==> config.mk <==
export PLATFORM = sky130hd
export DESIGN_NAME = fuzzy_mmio_master
export DESIGN_NICKNAME = d
export VERILOG_FILES = /design/src/rtl/fuzzy_mmio_pkg.sv /design/src/rtl/fuzzy_mmio_master_xfer.sv /design/src/rtl/fuzzy_mmio_master.sv
export SDC_FILE = /design/constraint.sdc
export NUM_CORES = 1
export LEC_CHECK = 0
export BUFFER_PORTS_ARGS = -buffer_cell sky130_fd_sc_hd__buf_2
export CAP_MARGIN = 25
export CORE_MARGIN = 4
export CORE_UTILIZATION = 40
export DETAILED_ROUTE_END_ITERATION = 7
export PLACE_DENSITY = 0.77
export SYNTH_ARGS = -nofsm -noshare
export SYNTH_HDL_FRONTEND = slang
export SYNTH_SLANG_ARGS = --single-unit
==> constraint.sdc <==
create_clock -name clk -period 1.9 [get_ports clk]
set_clock_uncertainty 0.1 [all_clocks]
set_input_delay 0.38 -clock clk [delete_from_list [all_inputs] [get_ports clk]]
set_output_delay 0.38 -clock clk [all_outputs]
set_load 0.05 [all_outputs]
==> src/rtl/fuzzy_mmio_pkg.sv <==
// Shared definitions for the fuzzy coprocessor MMIO master: register map,
// CTRL/STATUS bit positions, FSM state encoding and small address helpers.
package fuzzy_mmio_pkg;

    localparam int DATA_W = 8;
    localparam int ADDR_W = 8;

    // Slave register map
    localparam logic [ADDR_W-1:0] ADDR_CTRL          = 8'h00;
    localparam logic [ADDR_W-1:0] ADDR_STATUS        = 8'h01;
    localparam logic [ADDR_W-1:0] ADDR_T_IN          = 8'h02;
    localparam logic [ADDR_W-1:0] ADDR_DT_IN         = 8'h03;
    localparam logic [ADDR_W-1:0] ADDR_G_OUT         = 8'h04;
    localparam logic [ADDR_W-1:0] ADDR_T_PARAM_BASE  = 8'h10;
    localparam logic [ADDR_W-1:0] ADDR_DT_PARAM_BASE = 8'h20;

    // CTRL / STATUS bit positions
    localparam int CTRL_START_BIT    = 0;
    localparam int CTRL_INIT_BIT     = 1;
    localparam int CTRL_REG_MODE_BIT = 2;
    localparam int CTRL_DT_MODE_BIT  = 3;
    localparam int STATUS_VALID_BIT  = 0;

    // Membership-function parameter set: 12 bytes for T, 12 for dT
    localparam int NUM_PARAMS       = 24;
    localparam int PARAMS_PER_INPUT = 12;

    typedef enum logic [3:0] {
        ST_IDLE,
        ST_CFG_WR,
        ST_CFG_INIT,
        ST_WR_T,
        ST_WR_DT,
        ST_WR_START,
        ST_POLL_RD,
        ST_POLL_CAP,
        ST_G_RD,
        ST_G_CAP,
        ST_ABORT,      // cycle in which the abort CTRL write is on the bus
        ST_OUT
    } state_t;

    // Bus address of parameter byte k (0..23)
    function automatic logic [ADDR_W-1:0] param_addr(input logic [4:0] k);
        if (k < 5'(PARAMS_PER_INPUT)) begin
            return ADDR_T_PARAM_BASE + {3'b000, k};
        end
        return ADDR_DT_PARAM_BASE + {3'b000, k - 5'(PARAMS_PER_INPUT)};
    endfunction

    // CTRL register value with the given command and mode bits
    function automatic logic [DATA_W-1:0] ctrl_word(input logic start_bit, input logic init_bit,
                                                   input logic reg_mode_bit, input logic dt_mode_bit);
        logic [DATA_W-1:0] w;
        w                    = '0;
        w[CTRL_START_BIT]    = start_bit;
        w[CTRL_INIT_BIT]     = init_bit;
        w[CTRL_REG_MODE_BIT] = reg_mode_bit;
        w[CTRL_DT_MODE_BIT]  = dt_mode_bit;
        return w;
    endfunction

endpackage

==> src/rtl/fuzzy_mmio_master_xfer.sv <==
// Single-access bus engine: turns a one-cycle read/write request into one
// registered bus cycle, and flags the cycle in which read data is valid.
module mmio_xfer
    import fuzzy_mmio_pkg::*;
(
    input  logic              clk,
    input  logic              srst,
    input  logic              req_wr,
    input  logic              req_rd,
    input  logic [ADDR_W-1:0] req_addr,
    input  logic [DATA_W-1:0] req_wdata,
    output logic              cs,
    output logic              rd,
    output logic              wr,
    output logic [ADDR_W-1:0] addr,
    output logic [DATA_W-1:0] wdata,
    input  logic [DATA_W-1:0] rdata,
    output logic              rd_valid,
    output logic [DATA_W-1:0] rd_data
);

    logic              cs_reg;
    logic              rd_reg;
    logic              wr_reg;
    logic [ADDR_W-1:0] addr_reg;
    logic [DATA_W-1:0] wdata_reg;
    logic              rd_pending_reg;

    // Launch the requested access on the next cycle; address/data are zero when idle
    always_ff @(posedge clk) begin
        if (srst) begin
            cs_reg         <= 1'b0;
            rd_reg         <= 1'b0;
            wr_reg         <= 1'b0;
            addr_reg       <= '0;
            wdata_reg      <= '0;
            rd_pending_reg <= 1'b0;
        end else begin
            cs_reg         <= req_wr | req_rd;
            wr_reg         <= req_wr;
            rd_reg         <= req_rd & ~req_wr;
            addr_reg       <= (req_wr | req_rd) ? req_addr : '0;
            wdata_reg      <= req_wr ? req_wdata : '0;
            rd_pending_reg <= rd_reg;
        end
    end

    assign cs       = cs_reg;
    assign rd       = rd_reg;
    assign wr       = wr_reg;
    assign addr     = addr_reg;
    assign wdata    = wdata_reg;
    assign rd_valid = rd_pending_reg;
    assign rd_data  = rdata;

endmodule

==> src/rtl/fuzzy_mmio_master.sv <==
// Bus initiator for the fuzzy coprocessor: loads membership parameters on
// request, and per sample writes inputs, starts, polls STATUS, reads G_out.
// Each state's next-state logic requests the access that is on the bus
// during the following state, so strobes come straight from registers.
module fuzzy_mmio_master
    import fuzzy_mmio_pkg::*;
#(
    parameter int POLL_MAX = 255
) (
    input  logic                   clk,
    input  logic                   rst,
    input  logic                   cfg_load,
    input  logic [NUM_PARAMS*8-1:0] cfg_params,
    output logic                   cfg_busy,
    input  logic                   reg_mode,
    input  logic                   dt_mode,
    input  logic                   s_valid,
    output logic                   s_ready,
    input  logic [DATA_W-1:0]      s_T,
    input  logic [DATA_W-1:0]      s_dT,
    output logic                   m_valid,
    input  logic                   m_ready,
    output logic [DATA_W-1:0]      m_G,
    output logic                   m_timeout,
    output logic                   cs,
    output logic                   rd,
    output logic                   wr,
    output logic [ADDR_W-1:0]      addr,
    output logic [DATA_W-1:0]      wdata,
    input  logic [DATA_W-1:0]      rdata
);

    localparam logic [8:0] POLL_LIMIT = 9'(POLL_MAX);

    state_t            state_reg, state_next;
    logic [4:0]        idx_reg, idx_next;
    logic [7:0]        poll_cnt_reg, poll_cnt_next;
    logic [DATA_W-1:0] dt_reg, dt_next;
    logic [DATA_W-1:0] m_g_reg, m_g_next;
    logic              m_timeout_reg, m_timeout_next;
    logic              s_ready_reg;

    logic              req_wr, req_rd;
    logic [ADDR_W-1:0] req_addr;
    logic [DATA_W-1:0] req_wdata;
    logic              rd_valid;
    logic [DATA_W-1:0] rd_data;
    logic [4:0]        idx_inc;

    // Parameter bytes as an array, byte k = cfg_params[8k+7:8k]
    logic [DATA_W-1:0] param_bytes [NUM_PARAMS];
    for (genvar gi = 0; gi < NUM_PARAMS; gi++) begin : g_param_bytes
        assign param_bytes[gi] = cfg_params[8*gi +: 8];
    end

    assign idx_inc = idx_reg + 5'd1;

    // Next-state logic plus the bus request for the access in the next state
    always_comb begin
        state_next     = state_reg;
        idx_next       = idx_reg;
        poll_cnt_next  = poll_cnt_reg;
        dt_next        = dt_reg;
        m_g_next       = m_g_reg;
        m_timeout_next = m_timeout_reg;
        req_wr         = 1'b0;
        req_rd         = 1'b0;
        req_addr       = '0;
        req_wdata      = '0;
        case (state_reg)
            ST_IDLE: begin
                // s_ready_reg is low only in the first cycle out of reset
                if (s_ready_reg) begin
                    if (cfg_load) begin
                        state_next = ST_CFG_WR;
                        idx_next   = 5'd0;
                        req_wr     = 1'b1;
                        req_addr   = param_addr(5'd0);
                        req_wdata  = param_bytes[0];
                    end else if (s_valid) begin
                        state_next = ST_WR_T;
                        dt_next    = s_dT;
                        req_wr     = 1'b1;
                        req_addr   = ADDR_T_IN;
                        req_wdata  = s_T;
                    end
                end
            end
            ST_CFG_WR: begin
                req_wr = 1'b1;
                if (idx_reg == 5'(NUM_PARAMS - 1)) begin
                    state_next = ST_CFG_INIT;
                    req_addr   = ADDR_CTRL;
                    req_wdata  = ctrl_word(1'b0, 1'b1, reg_mode, dt_mode);
                end else begin
                    idx_next  = idx_inc;
                    req_addr  = param_addr(idx_inc);
                    req_wdata = param_bytes[idx_inc];
                end
            end
            ST_CFG_INIT: begin
                state_next = ST_IDLE;
            end
            ST_WR_T: begin
                state_next = ST_WR_DT;
                req_wr     = 1'b1;
                req_addr   = ADDR_DT_IN;
                req_wdata  = dt_reg;
            end
            ST_WR_DT: begin
                state_next = ST_WR_START;
                req_wr     = 1'b1;
                req_addr   = ADDR_CTRL;
                req_wdata  = ctrl_word(1'b1, 1'b0, reg_mode, dt_mode);
            end
            ST_WR_START: begin
                state_next    = ST_POLL_RD;
                poll_cnt_next = 8'd0;
                req_rd        = 1'b1;
                req_addr      = ADDR_STATUS;
            end
            ST_POLL_RD: begin
                state_next = ST_POLL_CAP;
            end
            ST_POLL_CAP: begin
                if (rd_valid && rd_data[STATUS_VALID_BIT]) begin
                    state_next = ST_G_RD;
                    req_rd     = 1'b1;
                    req_addr   = ADDR_G_OUT;
                end else if (({1'b0, poll_cnt_reg} + 9'd1) == POLL_LIMIT) begin
                    // Give up: clear start in the slave and report a timeout
                    state_next     = ST_ABORT;
                    m_g_next       = '0;
                    m_timeout_next = 1'b1;
                    req_wr         = 1'b1;
                    req_addr       = ADDR_CTRL;
                    req_wdata      = ctrl_word(1'b0, 1'b0, reg_mode, dt_mode);
                end else begin
                    state_next    = ST_POLL_RD;
                    poll_cnt_next = poll_cnt_reg + 8'd1;
                    req_rd        = 1'b1;
                    req_addr      = ADDR_STATUS;
                end
            end
            ST_G_RD: begin
                state_next = ST_G_CAP;
            end
            ST_G_CAP: begin
                state_next     = ST_OUT;
                m_g_next       = rd_data;
                m_timeout_next = 1'b0;
            end
            ST_ABORT: begin
                state_next = ST_OUT;
            end
            ST_OUT: begin
                if (m_ready) begin
                    state_next = ST_IDLE;
                end
            end
            default: begin
                state_next = ST_IDLE;
            end
        endcase
    end

    // State and datapath registers
    always_ff @(posedge clk) begin
        if (rst) begin
            state_reg     <= ST_IDLE;
            idx_reg       <= '0;
            poll_cnt_reg  <= '0;
            dt_reg        <= '0;
            m_g_reg       <= '0;
            m_timeout_reg <= 1'b0;
            s_ready_reg   <= 1'b0;
        end else begin
            state_reg     <= state_next;
            idx_reg       <= idx_next;
            poll_cnt_reg  <= poll_cnt_next;
            dt_reg        <= dt_next;
            m_g_reg       <= m_g_next;
            m_timeout_reg <= m_timeout_next;
            s_ready_reg   <= (state_next == ST_IDLE);
        end
    end

    mmio_xfer u_xfer (
        .clk       (clk),
        .srst      (rst),
        .req_wr    (req_wr),
        .req_rd    (req_rd),
        .req_addr  (req_addr),
        .req_wdata (req_wdata),
        .cs        (cs),
        .rd        (rd),
        .wr        (wr),
        .addr      (addr),
        .wdata     (wdata),
        .rdata     (rdata),
        .rd_valid  (rd_valid),
        .rd_data   (rd_data)
    );

    // A pending configuration request takes the cycle away from the sample stream
    assign s_ready   = s_ready_reg & ~cfg_load;
    assign cfg_busy  = (state_reg == ST_CFG_WR) || (state_reg == ST_CFG_INIT);
    assign m_valid   = (state_reg == ST_OUT);
    assign m_G       = m_g_reg;
    assign m_timeout = m_timeout_reg;

endmodule

==> reports/metrics.yaml, run 1 <==
violations: "negative setup slack"
max-cap-violations: 0
h-tree-depth: 2
coreArea_um2: 9950
p_sw_uw: 1440
reg2regPathDepth: 8
worst_path_max_delay_cell: "dfxtp_4"
cts_tree: "yes"
clk_path_buf_depth: 2
placedCellCount: 863
clkSinkCount: 53
hpwl_um: 14100
path_delay_family: "multiplexers"
grt_start_max_net_pins: 21
cts_root_buf: "clkbuf_8"
grt_pass1_wl_um: 25500
cts_hold_buf: 0
arrival_ns: 2.17
hold_viol: 0
ys_types: 61
nets: 980
crit_chain: "ha_4 > buf_12 > mux4_2 > mux2_2 > a32oi_2 > nand3_1 > o211ai_1 > a21oi_1"
slew_violations: 0
wl_per_cell_um: 20.7
drtIter0Drc: 591
gp_congestion: 0.936
cp.depth: 8
pwr-share-clk_pct: 15.6
fillers: 771
layout_common_cells: "buf_2, buf_4, nand2_1"
vdd_drop_max_mv: 0.328
path_buf_inv: 1
switching_share_pct: 35.4
route.detailed.drc: 0
die_w_um: 110
intPower_uw: 2630
ys_async_sr_fraction_pct: 0
postSynthCellCount: 445
numPortBuffers: 251
crit_required_ns: 1.99
grt_setup_unrepaired: "true"
clk_pin_slew_worst_paths_ns: 0.10
critPathLaunchType: "flop"
final_layout_size_suffix_gt1_share_pct: 63.5
antenna_left: 0
grt_overflow: 0
synth_edf_count: 0
hp-class: "input pin to flop"
die_area_um2: 12100
hold_ws_ns: 0.210
vias: 5243
crit_path_end_kind: "flop"
path_class: "flop to flop"
finalSetupTns_ns: -0.851
initial_core_util_pct: 41.8
worstPathMaxFanout: 5
yosys_warnings: 0
num_rows: 36
post-route-min-period_ns: 2.08
final.period_utilization_pct: 109
finalSetupViolations: 9
wl_um: 18300
outcome: "finished with violations"
cp_slowest_stage_delay_ns: 0.40
ys_seq_area_share_pct: 25.5
gr-usage-all-layers_pct: 27.0
grt_pass1_vias: 5223
hold_depth: 3
synth_ff_type: "dfxtp_1"
power_density_nw_per_um2: 603
seq_power_share_pct: 29.8
die_h_um: 110
multi_input_area_um2: 3280
synth_seq_cells: 53
n_antenna_cell: 0
setup_slack_ns: -0.180
syn_avg_cell_area_um2: 9.35
layout_commonest_cell: "buf_2"
seq_area_um2: 1080
fmax_mhz: 481
pwr-share-comb_pct: 54.6
antenna_found_initial: 0
clk_latency_ns: 0.31
cts_buffers: 5
viasPerCell: 5.91
power.leakage_uw: 0.00292
areaGrowthSynthToFinish_pct: 61.9
io_pins: 254
final_cells: 887
dr.pass1.iters: 6
syn-cell-area_um2: 4160
## cell type report
class | instances | share of cell area, %
repair buffers | 336 | 31.3
clock inverters | 2 | 0.204
multi-input cells | 351 | 48.6
inverters | 6 | 0.334
flip-flops and latches | 53 | 16.0
clock buffers | 6 | 1.08
well taps | 133 | 2.47
## power by group through the flow
stage               Clock (uW)  Combinational (uW)  Sequential, uW
CTS                        658                2040            1200
finish                     634                2220            1210
floorplan                    0                1100            1310
global route               708                2340            1210
detailed placement           0                1830            1220
global placement             0                1780            1220
## metal layers
metal	routed length, um	GRT usage [%]	vias up
met4	568	8.64	0
met5	0	0	-
met1	6640	31.8	2523
met3	1460	4.19	63
li1	-	-	2343
met2	9650	49.8	314
## worst reg2reg max path, cell delays in order (launching register included)
cell and delay, ns:
dfxtp_4 0.40, ha_4 0.32, buf_12 0.12, mux4_2 0.29
mux2_2 0.29, a32oi_2 0.17, nand3_1 0.11, o211ai_1 0.09
a21oi_1 0.09
## stage by stage
step                cell area [um2]  utilization, %  setup WS (ns)  power [uW]
detailed placement             6010            60.4         -0.274        3050
global placement               6010            60.4         -0.221        3010
CTS                            6370            64.0         -0.143        3900
global route                   6740            67.7         -0.271        4260
floorplan                      4200               -        -0.0862        2410
finish                         6740            67.7         -0.180        4060
## cell families after synthesis
group | synth area share (%)
AO/OA/AOI/OAI | 18.5
XOR/XNOR | 1.47
adder cells (fa/ha/maj) | 1.20
buffers and inverters | 5.44
flip-flops | 25.5
multiplexers | 28.1
other | 0.0901
AND/OR/NAND/NOR | 19.7
## final timing paths
kind / end / slack, ns / startpoint
hold reg to reg: dt_reg[2] / 0.36 / dt_reg[2]
hold / removal: dt_reg[7] / 0.21 / s_dT[7]
setup reg to reg: u_xfer.wdata[3] / -0.18 / idx_reg[0]
setup / recovery: u_xfer.wdata[3] / -0.18 / idx_reg[0]
## synth_stat cells, types with 6 or more instances
cell type	instances	share of area (%)
dfxtp_1	53	25
nand2_1	74	6.7
mux4_1	9	5.7
nor3_1	11	1.3
inv_1	6	0.54
a22oi_1	11	2.0
nand3_1	18	2.2
a21oi_1	38	4.6
nor2_1	31	2.8
o21ai_0	7	0.84
clkbuf_1	12	1.1
mux4_2	39	21
a31oi_1	7	1.1
nor2b_1	7	1.1
o2111ai_1	7	1.5
buf_4	8	1.4
buf_2	13	1.6
## timing repair
item	CTS	global route
pin swaps	35	27
setup buffers	9	3
gates cloned	3	2
endpoints found under the setup margin	18	36
hold endpoints to repair	0	0
resized for setup	46	63
Power figures use the tool's default switching activity.
==> run 2: changes to the inputs <==
Settings changed: CTS_BUF_LIST set to sky130_fd_sc_hd__clkbuf_16.
==> run 2 against run 1 <==
The run still ends with negative setup slack left. Flip-flop and latch count did not move. Design area down 0.65%. Sequential share of layout area hardly changed. Clock power up 39%. Core utilization decreased by 0.44 points. Wire length decreased by 0.44%. Global-route usage is 0.17 points lower. Combinational power hardly changed. Die area unchanged. Highest routed layer unchanged.
==> reports/metrics.yaml, run 2 (same netlist as run 1, synthesis figures left out) <==
die_w_um: 110  # unchanged
antenna_left: 0  # unchanged
die_h_um: 110  # unchanged
gp_congestion: 0.936  # unchanged
fin_util_pct: 67.2  # -0.44 points
clk_pin_slew_worst_paths_ns: 0.07  # -0.03 ns
hold_viol: 0  # unchanged
tightest_slew_ns: 0.544
slew_headroom_pct: 63.7
multi_input_area_um2: 3190  # -2.7%
dr.pass1.iters: 6  # unchanged
h-tree-depth: 2  # unchanged
layout_common_cells: "buf_2, buf_4, nand2_1"
drtIter0Drc: 593  # +0.34%
vdd_drop_max_mv: 0.357  # +9.0%
cts_buffers: 5  # unchanged
arrival_ns: 2.15  # -0.02 ns
final.period_utilization_pct: 109  # about the same
route.detailed.drc: 0  # unchanged
max-cap-violations: 0  # unchanged
worstPathMaxFanout: 5  # unchanged
crit_path_end_kind: "flop"
gr-usage-all-layers_pct: 26.8  # -0.17 points
hpwl_um: 14100  # unchanged
hp-class: "input pin to flop"
grt_util_met2_pct: 49.2  # -0.65 points
vias: 5231  # -0.23%
layout_commonest_cell: "buf_2"
viasPerCell: 5.90  # -0.23%
seq_area_um2: 1070  # -0.35%
slew_violations: 0  # unchanged
setup_slack_ns: -0.180  # -0.0000710 ns
grt_setup_unrepaired: "true"
crit_required_ns: 1.97  # -0.02 ns
met1_usage_pct: 31.8  # about the same
clk_latency_ns: 0.29  # -0.02 ns
violations: "negative setup slack"
final_cells: 887  # unchanged
critPathLaunchType: "flop"
power_density_nw_per_um2: 642  # +6.5%
grt_pass1_vias: 5181  # -0.80%
cts_root_buf: "clkbuf_16"
path_class: "flop to flop"
final_layout_size_suffix_gt1_share_pct: 62.2  # -1.3 points
initial_core_util_pct: 41.8  # unchanged
reg2regPathDepth: 8  # unchanged
outcome: "finished with violations"
numPortBuffers: 251  # unchanged
n_antenna_cell: 0  # unchanged
post-route-min-period_ns: 2.08  # +0.0000710 ns
clkSinkCount: 53  # unchanged
die_area_um2: 12100  # unchanged
fmax_mhz: 481  # about the same
grt_use_met3_pct: 4.31  # +0.12 points
cts_tree: "yes"
num_rows: 36  # unchanged
io_pins: 254  # unchanged
coreArea_um2: 9950  # unchanged
nets: 980  # unchanged
antenna_found_initial: 0  # unchanged
wl_um: 18200  # -0.44%
grt_pass1_wl_um: 25400  # -0.67%
areaGrowthSynthToFinish_pct: 60.8
grt-busiest-layer: "met2"
finalSetupViolations: 9  # unchanged
fillers: 786  # +1.9%
wl_per_cell_um: 20.6  # -0.44%
placedCellCount: 863  # unchanged
grt_start_max_net_pins: 21  # unchanged
clk_path_buf_depth: 2  # unchanged
grt_overflow: 0  # unchanged
power.leakage_uw: 0.00293  # +0.38%
hold_depth: 3  # unchanged
run 2: cell types whose count changed in the layout (fill, tap and decap cells not counted), moves of 2 or more:
cell	before	now
nand3_1	13	15
nor2_1	26	28
clkbuf_16	2	7
clkbuf_8	5	0
nand3_2	5	3
a22oi_1	6	8
a22oi_2	5	3
run 2: what timing repair did:
action / in CTS / in global routing
gates cloned: 2 / 3
buffers inserted: 7 / 5
gates resized for setup: 45 / 45
hold buffers: 0 / 0
pin swaps: 34 / 22
endpoints found under the setup margin: 19 / 32
hold endpoints to repair: 0 / 0
run 2: metrics by stage:
step / setup TNS (ns) / power, uW / cell area (um2) / hold slack, ns / worst slack, ns
3_3_place_gp: -1.68 / 3010 / 6010 / 0.344 / -0.221
2_1_floorplan: -0.309 / 2410 / 4200 / 0.336 / -0.0862
6_report: -0.874 / 4300 / 6690 / 0.231 / -0.180
5_1_grt: -1.63 / 4500 / 6690 / 0.230 / -0.266
4_1_cts: -0.799 / 4140 / 6420 / 0.224 / -0.139
3_5_place_dp: -2.34 / 3050 / 6010 / 0.352 / -0.274
run 2: area by class of cell:
type	count	share of cell area, %
multi-input cells	351	47.6
repair buffers	336	31.4
flip-flops and latches	53	16.1
well taps	133	2.49
clock buffers	5	1.87
inverters	6	0.337
clock inverters	3	0.262
run 2: critical path, stage by stage (launching register included):
cell	delay [ns]
dfxtp_4	0.39
ha_4	0.32
buf_12	0.12
mux4_2	0.29
mux2_2	0.29
a32oi_2	0.17
nand3_1	0.11
o211ai_1	0.09
a21oi_1	0.09
run 2: final timing paths:
kind	start	end	slack, ns
max	idx_reg[0]	u_xfer.wdata[3]	-0.18
min	s_dT[7]	dt_reg[7]	0.23
max reg2reg	idx_reg[0]	u_xfer.wdata[3]	-0.18
min reg2reg	dt_reg[6]	dt_reg[6]	0.36
run 2: routing by layer:
metal,wire length (um),share of wire [%],vias to the layer above
met5,0,0,-
met2,9590,53,303
li1,-,-,2340
met1,6530,36,2528
met4,584,3.2,0
met3,1530,8.4,60
run 2: power by group:
part	leakage (uW)	internal [uW]	switching, uW	total [uW]
Combinational	0.00242	1190	1010	2210
Sequential	0.000433	1170	44.4	1210
Clock	0.0000754	486	393	879
Total	0.00293	2850	1450	4300
